## src/rtl/bcd_pkg.sv

```systemverilog
// rtl/bcd_pkg.sv - shared types, FSM states and width helper for BCD datapaths
package bcd_pkg;

    typedef logic [3:0] bcd_digit_t;

    typedef enum logic [1:0] {
        IDLE = 2'd0,
        RUN  = 2'd1,
        DONE = 2'd2
    } bcd2bin_state_e;

    // ceil(log2(10^n)): bits needed to hold the largest n-digit decimal value.
    // Exact for n <= 19 (10^n fits in 64 bits).
    function automatic int bin_width_for_digits(input int n);
        logic [63:0] p;
        int          w;
        p = 64'd1;
        for (int i = 0; i < n; i++) begin
            p = p * 64'd10;
        end
        w = 0;
        for (int i = 0; i < 64; i++) begin
            if ((64'd1 << i) < p) begin
                w = i + 1;
            end
        end
        return w;
    endfunction

endpackage

```

## src/rtl/bcd_mul10_add.sv

```systemverilog
// rtl/bcd_mul10_add.sv - combinational acc*10 + digit, truncated to BIN_WIDTH
//
// Ports:
//   acc_in  [BIN_WIDTH-1:0]  running accumulator
//   digit   [3:0]            decimal digit to append (values >9 folded as-is)
//   acc_out [BIN_WIDTH-1:0]  (acc_in*10 + digit) mod 2^BIN_WIDTH
module bcd_mul10_add
    import bcd_pkg::*;
#(
    parameter int BIN_WIDTH = 10
) (
    input  logic [BIN_WIDTH-1:0] acc_in,
    input  bcd_digit_t           digit,
    output logic [BIN_WIDTH-1:0] acc_out
);

    logic [BIN_WIDTH-1:0] digit_ext;

    // x*10 = x*8 + x*2; everything stays at BIN_WIDTH so overflow wraps.
    always_comb begin
        digit_ext = BIN_WIDTH'(digit);
        acc_out   = (acc_in << 3) + (acc_in << 1) + digit_ext;
    end

endmodule

```

## src/rtl/bcd_to_binary_seq.sv

```systemverilog
// rtl/bcd_to_binary_seq.sv - sequential BCD-to-binary converter, one digit per clock
//
// Folds a packed NUM_DIGITS BCD word MSD-first with Horner's rule.
// Optional digit-range checking is built when BCD2BIN_CHECK_EN is defined;
// otherwise err is tied low.
//
// Ports:
//   clk     clock
//   rst     asynchronous active-high reset
//   load    start (or restart) a conversion, samples bcd_in
//   bcd_in  [NUM_DIGITS-1:0][3:0] packed BCD, index NUM_DIGITS-1 is the MSD
//   binary  [BIN_WIDTH-1:0] last completed result, held until next completion
//   busy    conversion in progress
//   done    one-cycle pulse when binary updates
//   err     a digit >9 was present in the word that produced binary
module bcd_to_binary_seq
    import bcd_pkg::*;
#(
    parameter int NUM_DIGITS = 3,
    parameter int BIN_WIDTH  = bin_width_for_digits(NUM_DIGITS)
) (
    input  logic                       clk,
    input  logic                       rst,
    input  logic                       load,
    input  logic [NUM_DIGITS-1:0][3:0] bcd_in,
    output logic [BIN_WIDTH-1:0]       binary,
    output logic                       busy,
    output logic                       done,
    output logic                       err
);

    localparam int SREG_W = NUM_DIGITS * 4;
    localparam int CNT_W  = $clog2(NUM_DIGITS) + 1;
    localparam logic [CNT_W-1:0] CNT_LOAD = CNT_W'(NUM_DIGITS - 1);

    if (NUM_DIGITS < 1) begin : g_bad_num_digits
        $error("bcd_to_binary_seq: NUM_DIGITS must be >= 1");
    end
    if (BIN_WIDTH < 1) begin : g_bad_bin_width
        $error("bcd_to_binary_seq: BIN_WIDTH must be >= 1");
    end

    bcd2bin_state_e       state_q, state_d;
    logic [BIN_WIDTH-1:0] acc_q, acc_d;
    logic [SREG_W-1:0]    sreg_q, sreg_d;
    logic [CNT_W-1:0]     cnt_q, cnt_d;
    logic [BIN_WIDTH-1:0] binary_q, binary_d;
    logic                 busy_q, busy_d;
    logic                 done_q, done_d;

    logic [BIN_WIDTH-1:0] acc_next;
    logic                 fold_last;

    bcd_mul10_add #(
        .BIN_WIDTH (BIN_WIDTH)
    ) u_mul10_add (
        .acc_in  (acc_q),
        .digit   (sreg_q[SREG_W-1 -: 4]),
        .acc_out (acc_next)
    );

    // Final fold of a conversion that is not being pre-empted by a reload.
    assign fold_last = !load && (state_q == RUN) && (cnt_q == '0);

    always_comb begin
        state_d  = state_q;
        acc_d    = acc_q;
        sreg_d   = sreg_q;
        cnt_d    = cnt_q;
        binary_d = binary_q;

        if (load) begin
            // Reload wins from any state; an in-flight result is discarded.
            state_d = RUN;
            acc_d   = '0;
            sreg_d  = bcd_in;
            cnt_d   = CNT_LOAD;
        end else begin
            unique case (state_q)
                IDLE: ;
                RUN: begin
                    acc_d  = acc_next;
                    sreg_d = sreg_q << 4;
                    cnt_d  = cnt_q - 1'b1;
                    if (fold_last) begin
                        binary_d = acc_next;
                        state_d  = DONE;
                    end
                end
                DONE:    state_d = IDLE;
                default: state_d = IDLE;
            endcase
        end

        // Status outputs are registered decodes of the next state.
        busy_d = (state_d == RUN);
        done_d = (state_d == DONE);
    end

    always_ff @(posedge clk or posedge rst) begin
        if (rst) begin
            state_q  <= IDLE;
            acc_q    <= '0;
            sreg_q   <= '0;
            cnt_q    <= '0;
            binary_q <= '0;
            busy_q   <= 1'b0;
            done_q   <= 1'b0;
        end else begin
            state_q  <= state_d;
            acc_q    <= acc_d;
            sreg_q   <= sreg_d;
            cnt_q    <= cnt_d;
            binary_q <= binary_d;
            busy_q   <= busy_d;
            done_q   <= done_d;
        end
    end

    assign binary = binary_q;
    assign busy   = busy_q;
    assign done   = done_q;

`ifdef BCD2BIN_CHECK_EN
    // Invalid-digit flag is captured with the word and published with its result.
    logic bad_word;
    logic chk_q, chk_d;
    logic err_q, err_d;

    always_comb begin
        bad_word = 1'b0;
        for (int i = 0; i < NUM_DIGITS; i++) begin
            if (bcd_in[i] > 4'd9) begin
                bad_word = 1'b1;
            end
        end
        chk_d = load ? bad_word : chk_q;
        err_d = fold_last ? chk_q : err_q;
    end

    always_ff @(posedge clk or posedge rst) begin
        if (rst) begin
            chk_q <= 1'b0;
            err_q <= 1'b0;
        end else begin
            chk_q <= chk_d;
            err_q <= err_d;
        end
    end

    assign err = err_q;
`else
    assign err = 1'b0;
`endif

endmodule

```

## config.mk

```make
export PLATFORM = sky130hd
export DESIGN_NAME = bcd_to_binary_seq
export DESIGN_NICKNAME = d
export VERILOG_FILES = /design/src/rtl/bcd_pkg.sv /design/src/rtl/bcd_mul10_add.sv /design/src/rtl/bcd_to_binary_seq.sv
export SDC_FILE = /design/constraint.sdc
export NUM_CORES = 1
export LEC_CHECK = 0
export CAP_MARGIN = 15
export CORE_UTILIZATION = 25
export CTS_BUF_LIST = sky130_fd_sc_hd__clkbuf_8
export DETAILED_ROUTE_END_ITERATION = 16
export GPL_TIMING_DRIVEN = 1
export REMOVE_ABC_BUFFERS = 1
export SYNTH_ARGS = -nofsm -noshare
export SYNTH_HDL_FRONTEND = slang
export SYNTH_SLANG_ARGS = --single-unit
```

## constraint.sdc

```tcl
create_clock -name clk -period 2.1 [get_ports clk]
set_clock_uncertainty 0.05 [all_clocks]
set_input_delay 0.42 -clock clk [delete_from_list [all_inputs] [get_ports clk]]
set_output_delay 0.42 -clock clk [all_outputs]
set_load 0.01 [all_outputs]
```

==> summary.md <==
| Metric | Value |
|---|---|
| Combined area of all synthesized cells | `between 2000 and 2500 um^2` |
| Share of synthesized area occupied by flip-flops and latches | `a little under half` |
| First-pass GRT wire length | `7990 um` |
| Post-synthesis register bit count | `38` |
| Max-Cap Viols | `0` |
| Number of nets still failing antenna checks after routing | `0` |
| Total power density per cell area | `1360 nW/um^2` |
| Count of final max-slew check failures | `0` |
| Die Y | `92.41 um` |
| Startpoint type of the worst setup path | `flip-flop` |
| Total vias in the final route | `1670` |
| Setup crit start | `acc_q[2]` |
| Category of the critical setup timing path | `reg -> reg` |
| Final Hold Viols | `0` |
| Flop-to-flop setup slack | `-0.15 ns` |
| Finished layout cell area | `2811 um^2` |
| Crit path max fanout | `3` |
| FMAX | `around 0.44 GHz` |
| DR iter-0 viols | `between 90 and 100` |
| Post-synth top area cell | `dfrtp_1` |
| Most common library cell in the layout ignoring fill and taps | `nand2_1` |
| Ratio of cells with drive above 1 in the final layout | `20.69%` |
| Sequential cell area | `950.9 um^2` |
| Synth top area cells | `dfrtp_1, ha_1, nand2_1, o21ai_0, mux2i_1` |
| # nets final | `293` |
| Initial antenna violation count | `0` |
| Reg-to-reg endpoint | `acc_q[6]` |
| Initial Util | `26.17%` |
| All-Layer GR Usage | `about an eighth` |
| Clock tree from TritonCTS | `yes` |
| Routed WL | `4725 um` |
| Post-place setup slack | `-0.2479 ns` |
| Clk sinks | `38` |
| Fraction of synthesis flops using an asynchronous set or reset pin | `100.0%` |
| Number of setup violations in the final report | `8` |
| Crit end category | `flip-flop` |
| Final cycle utilization of the critical path | `107.0%` |
| Placed Instance Area | `2540 um^2` |
| CTS Root Cell | `clkbuf_8` |
| Per-cell via count in the routed design | `between 4 and 5` |
| Clock latency reported for the late side of the worst-skew pair | `about 0.30 ns` |
| Worst vdd ir | `0.4086 mV` |
| Failing checks | `negative setup slack` |
| Antenna diode count | `0` |
| Clock slew at the register clock pins of the worst setup and hold paths | `roughly 0.08 ns` |
| Signed area change from the synthesized netlist to the final layout | `37.60%` |
| Level count of the clock H-tree | `2` |
| Synth cell types | `36` |
| Core area | `about 8000 um^2` |
| Total leakage power | `1.296 nW` |
| Maximum number of pins on one net before global-route repair | `39` |
| Setup repair after global routing missed its margin | `yes` |
| Count of unresolved DRC violations after routing | `0` |
| Commonest non-fill, non-tap cells in the layout | `nand2_1, dfrtp_1, clkdlybuf4s50_1, buf_4, o21ai_0` |
| Fill count | `between 800 and 900` |
| Mapped Avg Cell Area | `9.683 um^2` |
| Number of global-route vias before repair | `approximately 1600` |
| Worst hold path class | `reg -> reg` |
| Primary FF master, synth | `dfrtp_1` |
| Overall die area | `approximately 8500 um^2` |
| Min Clock Period, post-route | `2.248 ns` |
| Instance count of the mapped netlist | `211` |
| Number of I/O port buffers | `26` |
| TritonCTS Buffers | `5` |
| Number of enable flip-flop cells after synthesis | `0` |
| FF-to-FF path depth | `7` |
| Area used by multi-input combinational logic | `1141 um^2` |
| Crit path DAT | `between 2 and 2.5 ns` |
| Buffer depth of the longest clock path | `2` |
| DPL Wire Length | `3227 um` |
| Number of ports placed on the die boundary | `28` |
| Share of the synthesized area in the top cell type | `46.54%` |
| Placement Rows | `32` |
| Startpoint of the most critical register-to-register path | `acc_q[2]` |
| PnR worst setup slack | `-0.1476 ns` |
| Status | `finished with violations` |
| Drt wl/cell | `roughly 13 um` |
| Final global-route overflow total | `0` |
| Critical Path RT | `~2.2 ns` |
| Warning count from the yosys run | `0` |
| Routability congestion estimate from global placement | `0.7958` |
| Number of detailed-routing iterations run before antenna repair | `4` |
| Termination of the worst setup path | `acc_q[6]` |
| Die X | `between 90 and 100 um` |
registers in the layout (all words and copies together) (netlist names):
name     count
sreg_q      12
binary      10
acc_q        9
cnt_q        3
state_q      2
busy         1
done         1
cells in the mapped netlist (3+ instances only):
cell type,n
nand3_1,10
o21ai_0,17
nor2_1,3
dfrtp_1,38
a21oi_1,13
ha_1,16
mux2i_1,8
buf_2,3
clkbuf_1,5
inv_1,7
or4_1,3
nand2_1,52
a211oi_1,3
power by group:
| group | internal [W] | switching, W |
|---|---|---|
| sequential | 0.000974 | 0.000168 |
| clock | 0.000264 | 0.000280 |
| combinational | 0.00107 | 0.00106 |
| total | 0.00231 | 0.00151 |
worst max-delay path, stage by stage (launching register included):
cell and delay [ns]:
dfrtp_1 0.41, fa_2 0.50, fa_2 0.38, buf_4 0.15, a21o_1 0.17, a211o_1 0.33, nand3_2 0.08, a21oi_2 0.06
repair_timing:
item	4_1_cts	5_1_grt
endpoints found under the setup margin	8	8
buffers inserted	0	4
resized for setup	13	11
pin swaps	10	10
hold buffers	0	0
hold endpoints to repair	0	0
routing by layer:
metal,GRT usage [%],part of all wire (%)
met1,16.02,47
met2,18.77,47
met3,3.695,5.0
met4,4.297,1.8
met5,0,0
layout make-up:
type,instances,area share [%]
Inverter,8,1.068
Clock inverter,2,0.4450
Multi-Input combinational cell,154,40.59
Tap cell,102,4.539
Sequential cell,38,33.82
Clock buffer,6,2.937
Timing Repair Buffer,53,16.60
stage by stage:
| step | util, % | setup TNS (ns) | total power, W | cells | hold WS (ns) |
|---|---|---|---|---|---|
| 6_report | 36.01 | -0.6788 | 0.003823 | 363 | 0.4273 |
| 3_3_place_gp | 32.53 | -1.115 | 0.002902 | 351 | 0.4120 |
| 3_5_place_dp | 32.53 | -1.241 | 0.002942 | 351 | 0.4183 |
| 2_1_floorplan | - | -0.5923 | 0.002184 | 200 | 0.4100 |
| 5_1_grt | 36.01 | -1.303 | 0.004145 | 363 | 0.4601 |
| 4_1_cts | 34.58 | -0.3517 | 0.003600 | 359 | 0.4367 |
worst min path at each step:
stage,cells after the start,startpoint,slack [ns],end
after detailed placement,2,binary[5],0.42,binary[5]
final,2,binary[6],0.43,binary[6]
after CTS,2,binary[9],0.44,binary[9]
after global placement,2,binary[9],0.41,binary[9]
after floorplan,2,sreg_q[8],0.41,binary[0]
after global routing,2,binary[7],0.46,binary[7]
cells by family (layout without fill, tap and decap cells):
family | after synthesis | in the layout | share of synthesized area, %
flip-flops | 38 | 38 | 46.54
XOR/XNOR | 3 | 3 | 1.286
multiplexers | 8 | 8 | 3.919
AO/OA/AOI/OAI | 45 | 45 | 13.23
adder cells (fa/ha/maj) | 18 | 18 | 11.76
buffers and inverters | 19 | 69 | 4.593
AND/OR/NAND/NOR | 79 | 79 | 18.49
other | 1 | 1 | 0.1835
Note: power is estimated with default switching activity, not from simulation.
